`config.mk`:
```
export PLATFORM = sky130hd
export DESIGN_NAME = piezo_arb
export DESIGN_NICKNAME = d
export VERILOG_FILES = /design/src/rtl/piezo_pkg.sv /design/src/rtl/piezo_tone_gen.sv /design/src/rtl/piezo_arb.sv
export SDC_FILE = /design/constraint.sdc
export NUM_CORES = 1
export LEC_CHECK = 0
export ABC_AREA = 1
export CAP_MARGIN = 20
export CORE_MARGIN = 2
export CORE_UTILIZATION = 38
export CTS_CLUSTER_DIAMETER = 200
export DETAILED_ROUTE_END_ITERATION = 10
export SYNTH_ARGS = -nofsm -noshare
export SYNTH_HDL_FRONTEND = slang
export SYNTH_HIERARCHICAL = 1
export SYNTH_SLANG_ARGS = --single-unit
```
`constraint.sdc`:
```
create_clock -name clk -period 2.6 [get_ports clk]
set_input_delay 0.52 -clock clk [delete_from_list [all_inputs] [get_ports clk]]
set_output_delay 0.52 -clock clk [all_outputs]
set_load 0.02 [all_outputs]
```
`src/rtl/piezo_pkg.sv`:
```
// Shared types and constants for the piezo arbiter slice.
// State encoding, note half-periods at 50 MHz and tune durations.
package piezo_pkg;

    typedef enum logic [1:0] {
        IDLE,
        WAIT_NOTE,
        PLAY,
        GAP
    } arb_state_t;

    localparam logic [15:0] G6 = 16'd15944;
    localparam logic [15:0] C7 = 16'd11945;
    localparam logic [15:0] E7 = 16'd9480;
    localparam logic [15:0] G7 = 16'd7972;

    localparam logic [23:0] DUR_22 = 24'h400000;
    localparam logic [23:0] DUR_23 = 24'h800000;

endpackage

```
`src/rtl/piezo_tone_gen.sv`:
```
// Square-wave tone generator: toggles piezo every half_per enabled cycles.
// Ports: clk, rst (sync, high), en (count), clr (restart), half_per, piezo.
module piezo_tone_gen
    import piezo_pkg::*;
#(
    parameter int PER_W = 16
) (
    input  logic             clk,
    input  logic             rst,
    input  logic             en,
    input  logic             clr,
    input  logic [PER_W-1:0] half_per,
    output logic             piezo
);

    logic [PER_W-1:0] tc;
    logic             wrap;

    assign wrap = (tc == half_per - PER_W'(1));

    always_ff @(posedge clk) begin
        if (rst || clr) begin
            tc    <= '0;
            piezo <= 1'b0;
        end else if (en && (half_per != '0)) begin
            if (wrap) begin
                tc    <= '0;
                piezo <= ~piezo;
            end else begin
                tc <= tc + PER_W'(1);
            end
        end
    end

endmodule

```
`src/rtl/piezo_arb.sv`:
```
// Piezo owner: fixed-priority tune arbitration, note timing and tone drive.
// Ports: clk, rst, req_vld/rdy/half_per/dur/last per requester, grant,
//        busy, note_done, piezo, piezo_n.
module piezo_arb
    import piezo_pkg::*;
#(
    parameter int NUM_REQ  = 3,
    parameter int PER_W    = 16,
    parameter int DUR_W    = 24,
    parameter int FAST_SIM = 1,
    parameter int GAP_CYC  = 1024
) (
    input  logic                     clk,
    input  logic                     rst,
    input  logic [NUM_REQ-1:0]       req_vld,
    output logic [NUM_REQ-1:0]       req_rdy,
    input  logic [NUM_REQ*PER_W-1:0] req_half_per,
    input  logic [NUM_REQ*DUR_W-1:0] req_dur,
    input  logic [NUM_REQ-1:0]       req_last,
    output logic [NUM_REQ-1:0]       grant,
    output logic                     busy,
    output logic                     note_done,
    output logic                     piezo,
    output logic                     piezo_n
);

    localparam logic [DUR_W:0] STEP =
        (FAST_SIM != 0) ? (DUR_W+1)'(16) : (DUR_W+1)'(1);
    localparam int GAP_W = $clog2(GAP_CYC + 1);

    arb_state_t state_q, state_d;

    logic [NUM_REQ-1:0] grant_q, grant_d, pick;
    logic [PER_W-1:0]   half_q, sel_half;
    logic [DUR_W-1:0]   dur_q, dur_cnt, sel_dur;
    logic [DUR_W:0]     dur_sum;
    logic [GAP_W-1:0]   gap_cnt;
    logic               last_q, sel_last;
    logic               hs, play_end, gap_done;
    logic               tone, sounding;

    // Lowest set index wins: isolate the least significant request bit.
    assign pick = req_vld & (~req_vld + NUM_REQ'(1));

    always_comb begin
        sel_half = '0;
        sel_dur  = '0;
        sel_last = 1'b0;
        for (int i = 0; i < NUM_REQ; i++) begin
            if (grant_q[i]) begin
                sel_half = req_half_per[i*PER_W +: PER_W];
                sel_dur  = req_dur[i*DUR_W +: DUR_W];
                sel_last = req_last[i];
            end
        end
    end

    assign hs = (state_q == WAIT_NOTE) && |(req_vld & grant_q);

    // One extra bit so the end test cannot be fooled by a wrap.
    assign dur_sum  = {1'b0, dur_cnt} + STEP;
    assign play_end = (dur_sum >= {1'b0, dur_q});
    assign gap_done = (gap_cnt == GAP_W'(GAP_CYC - 1));

    always_comb begin
        state_d   = state_q;
        grant_d   = grant_q;
        req_rdy   = '0;
        note_done = 1'b0;
        unique case (state_q)
            IDLE: begin
                if (|req_vld) begin
                    grant_d = pick;
                    state_d = WAIT_NOTE;
                end
            end
            WAIT_NOTE: begin
                req_rdy = grant_q;
                if (hs) state_d = PLAY;
            end
            PLAY: begin
                if (play_end) begin
                    note_done = 1'b1;
                    if (last_q) begin
                        state_d = GAP;
                        grant_d = '0;
                    end else begin
                        state_d = WAIT_NOTE;
                    end
                end
            end
            GAP: begin
                if (gap_done) state_d = IDLE;
            end
            default: state_d = IDLE;
        endcase
    end

    always_ff @(posedge clk) begin
        if (rst) begin
            state_q <= IDLE;
            grant_q <= '0;
            half_q  <= '0;
            dur_q   <= '0;
            last_q  <= 1'b0;
            dur_cnt <= '0;
            gap_cnt <= '0;
        end else begin
            state_q <= state_d;
            grant_q <= grant_d;
            if (hs) begin
                half_q  <= sel_half;
                dur_q   <= sel_dur;
                last_q  <= sel_last;
                dur_cnt <= '0;
            end else if (state_q == PLAY) begin
                dur_cnt <= dur_sum[DUR_W-1:0];
            end
            if (state_q == GAP) begin
                gap_cnt <= gap_done ? '0 : gap_cnt + GAP_W'(1);
            end else begin
                gap_cnt <= '0;
            end
        end
    end

    piezo_tone_gen #(
        .PER_W(PER_W)
    ) u_tone (
        .clk     (clk),
        .rst     (rst),
        .en      (state_q == PLAY),
        .clr     (hs),
        .half_per(half_q),
        .piezo   (tone)
    );

    // Drive pair only while a pitched note plays; otherwise both low.
    assign sounding = (state_q == PLAY) && (half_q != '0);
    assign piezo    = sounding & tone;
    assign piezo_n  = sounding & ~tone;
    assign busy     = (state_q != IDLE);
    assign grant    = grant_q;

endmodule

```
==> reports/qor.txt <==
Ports -> 138
ant diodes -> 0
status -> complete, but fails checks
Detailed Place HPWL -> 15390 um
Routed WL per cell -> 14.32 um
post-synth cell types -> 51
delay of the slowest cell on the worst path -> 0.35 ns
hold path cells -> 1
PwrDens -> 879.3 nW/um^2
post-synthesis async set-or-reset flop share -> 0
clk buf depth -> 2
dpl ws -> -0.7727 ns
Pre-Repair DR Iteration Count -> 4
syn nets -> 1132
max capacitance violation total -> 0
Final Hold Violating Endpoints -> 0
first-pass GRT wire length -> 32020 um
main flop type after synthesis -> dfxtp_1
Worst R2R Path Depth -> 19
DR vias -> 6777
Mapped Cells -> 980
GRT Total Usage -> 0.2189
worst slew pin tran -> 0.7421 ns
CTS root buffer -> clkbuf_16
leakage -> 4.082 nW
worst r2r dst -> grant[2]
Worst Hold Class -> reg2reg
cts bufs inserted -> 9
Hold Startpoint -> gap_cnt[9]
mapped cell area -> 6688 sq um
Comb power frac -> 0.595
antenna violations before repair -> 0
Reg clk slew, reported paths -> 0.07 ns
H-tree depth -> 3
internal power -> 4.428 mW
top-area cell type share of the netlist area -> 0.2814
die area -> 18680 sq um
sequential share of power -> 0.234
syn_area_per_cell -> 6.824 sq um
final worst path period share -> 1.237
gr ovfl total -> 0
share of cells above drive strength 1 -> 0.1792
sequential area share after synthesis -> 0.2814
Finish-stage setup viols -> 6
Clock Sinks -> 94
clock network fraction of total power -> 0.171
Final ANT Viol Nets -> 0
Max FO, Critical Path -> 2
largest net degree at the start of global routing -> 43
vias in the first global route -> 6541
final setup margin -> -0.6164 ns
Worst setup EP type -> output port
Peak supply drop -> 0.0003957 V
row count -> 48
Layout area overhead -> 38.30%
synthesized flop and latch total -> 94
CP max-delay cell -> dfxtp_2
CP arrival -> 2.70 ns
CP required -> 2.08 ns
Core Region -> 17240 sq um
hold path endpoint -> gap_cnt[10]
count of flip-flops with a built-in enable after synthesis -> 0
worst r2r src -> dur_cnt[12]
drt initial violations -> 275
worst path cell trace -> inv_4 > nor4_4 > buf_4 > nand3_4 > buf_4 > xor2_2 > ha_1 > nand4_1 > nor2_2 > nand2_1 > nand2_1 > nand2_4 > a21oi_2 > buf_6
CP startpoint kind -> flop
RD Place Congestion -> 0.8441
CTS tree -> built
fmax -> 0.3109 GHz
failing checks -> setup timing
crit path kind -> reg2out
DRC Markers -> 0
starting utilization of the core area -> 0.3880
switching share of power -> 0.4555
max-slew violation total from the final report -> 0
FF-to-FF setup slack -> -0.12 ns
Sum Neg Setup Slack -> -1.091 ns
Synth area leader -> dfxtp_1
most area-consuming cells after synthesis -> dfxtp_1 (28%), nand2_1 (11%), inv_1 (7.0%)
Switch Pwr -> 3.705 mW
YS warnings -> 6
slew margin rel. -> 0.5047
Worst-Skew Late Latency -> 0.35 ns
die width -> 136.7 um
final worst path period need -> 3.216 ns
Setup Skew -> 0.01051 ns
Routed WL -> 19850 um
RSZ-0062 raised after global routing -> true
Hold-fix buffers, CTS -> 0
IO buf count -> 137
Final #Nets -> 1308
Vias/cell -> 4.890
Die H -> 136.7 um
[cells in the final DEF (no fill, tap or decap), types with 11 or more instances in the layout]
master / count
nor3_1: 17
nor2_2: 15
nand4_1: 18
clkdlybuf4s50_1: 134
nor3_2: 13
buf_4: 68
nand3_1: 75
ha_1: 19
nand2_2: 11
o21ai_0: 20
inv_2: 14
nand2_1: 189
dfxtp_1: 86
nor2_1: 64
o22ai_1: 38
o211ai_1: 41
inv_1: 123
a21oi_1: 70
xor2_1: 20
[through the flow]
stage	cell area (sq um)	instances	util	power, mW	hold slack, ns
finish	9249	1386	0.5366	8.133	0.4635
global route	9249	1386	0.5366	8.819	0.4955
CTS	9159	1385	0.5314	8.134	0.4644
detailed placement	8720	1367	0.5059	6.610	0.4513
global placement	8720	1367	0.5059	6.585	0.4481
floorplan	6729	980	-	5.067	0.4289
[cells in the mapped netlist (2+ instances only)]
master and instances:
nand2_1 193, o21ai_1 10, nand3_4 3, xnor2_1 11, dfxtp_1 94, nor3b_1 3, o211ai_1 41, nor3_2 12
o21ai_0 20, a211oi_1 2, inv_2 13, nand3b_1 2, nor3_1 19, ha_1 24, nor4_1 2, a21oi_1 73
nand3_2 5, a21oi_2 2, clkinv_1 6, nor2_8 3, nand2_4 5, nand3_1 76, nor2_4 6, nor2_2 16
xor2_1 26, buf_6 4, clkbuf_1 30, nor2_1 65, buf_2 8, nand4_1 18, o22ai_1 38, inv_1 124
nand2_2 8
[cell type report]
type                       count  area [sq um]
clock buffer                  12         256.5
clock inverter                 4         52.55
fill                        1690          7988
inverter                     146         560.5
multi-input combinational    695          4230
sequential                    94          1897
tap                          225         281.5
timing repair buffer         210          1971
[power groups by stage]
stage / sequential (mW) / clock [mW] / combinational, mW
2_1_floorplan: 1.86 / 0 / 3.21
3_3_place_gp: 1.93 / 0 / 4.65
3_5_place_dp: 1.94 / 0 / 4.68
4_1_cts: 1.90 / 1.43 / 4.80
5_1_grt: 1.94 / 1.49 / 5.39
6_report: 1.90 / 1.39 / 4.84
[layer usage]
metal | vias up | part of all wire | wire, um | global-route usage
met5 | - | 0 | 0 | 0
met4 | 0 | 0.010 | 205 | 0.03935
met3 | 12 | 0.036 | 710 | 0.04222
met2 | 117 | 0.51 | 10140 | 0.4094
met1 | 3054 | 0.44 | 8791 | 0.2598
li1 | 3594 | - | - | -
[worst max path at each step]
stage	slack [ns]	to	depth (start not counted)	startpoint
floorplan	-0.11	note_done	15	dur_cnt[5]
global route	-0.85	note_done	16	dur_cnt[5]
finish	-0.62	note_done	14	dur_cnt[7]
CTS	-0.62	note_done	16	dur_cnt[5]
global placement	-0.76	note_done	16	dur_cnt[5]
detailed placement	-0.77	note_done	16	dur_cnt[5]
[logic make-up after synthesis]
logic type,count (synthesis),share of synthesized area
buffers and inverters,191,0.1175
xor gates and xnor gates,38,0.05089
DFF,94,0.2814
muxes,1,0.001497
AOI/OAI and AO/OA,191,0.1710
adders and majority gates,24,0.04490
and+or+nand+nor,441,0.3328
[worst max-delay path: cells and delay by family, from the launching register on]
family                   cells  cell delay, ns
AO/OA/AOI/OAI                1            0.15
buffers and inverters        4            0.51
AND/OR/NAND/NOR              7            0.91
adder cells (fa/ha/maj)      1            0.28
flip-flops                   1            0.35
XOR/XNOR                     1            0.15
[repair_timing]
item	in CTS	in global routing
setup endpoints to repair	6	8
setup buffers	4	1
resized for setup	28	17
pin swaps	16	15
[registers in the layout (all words and copies together), names as in the netlist]
name and cells:
dur_cnt 20, dur_q 24, gap_cnt 11, grant 3, half_q 16, last_q 1
state_q 2, u_tone/piezo 1, u_tone/tc 16
No activity file was read; power rests on OpenSTA's default activity.
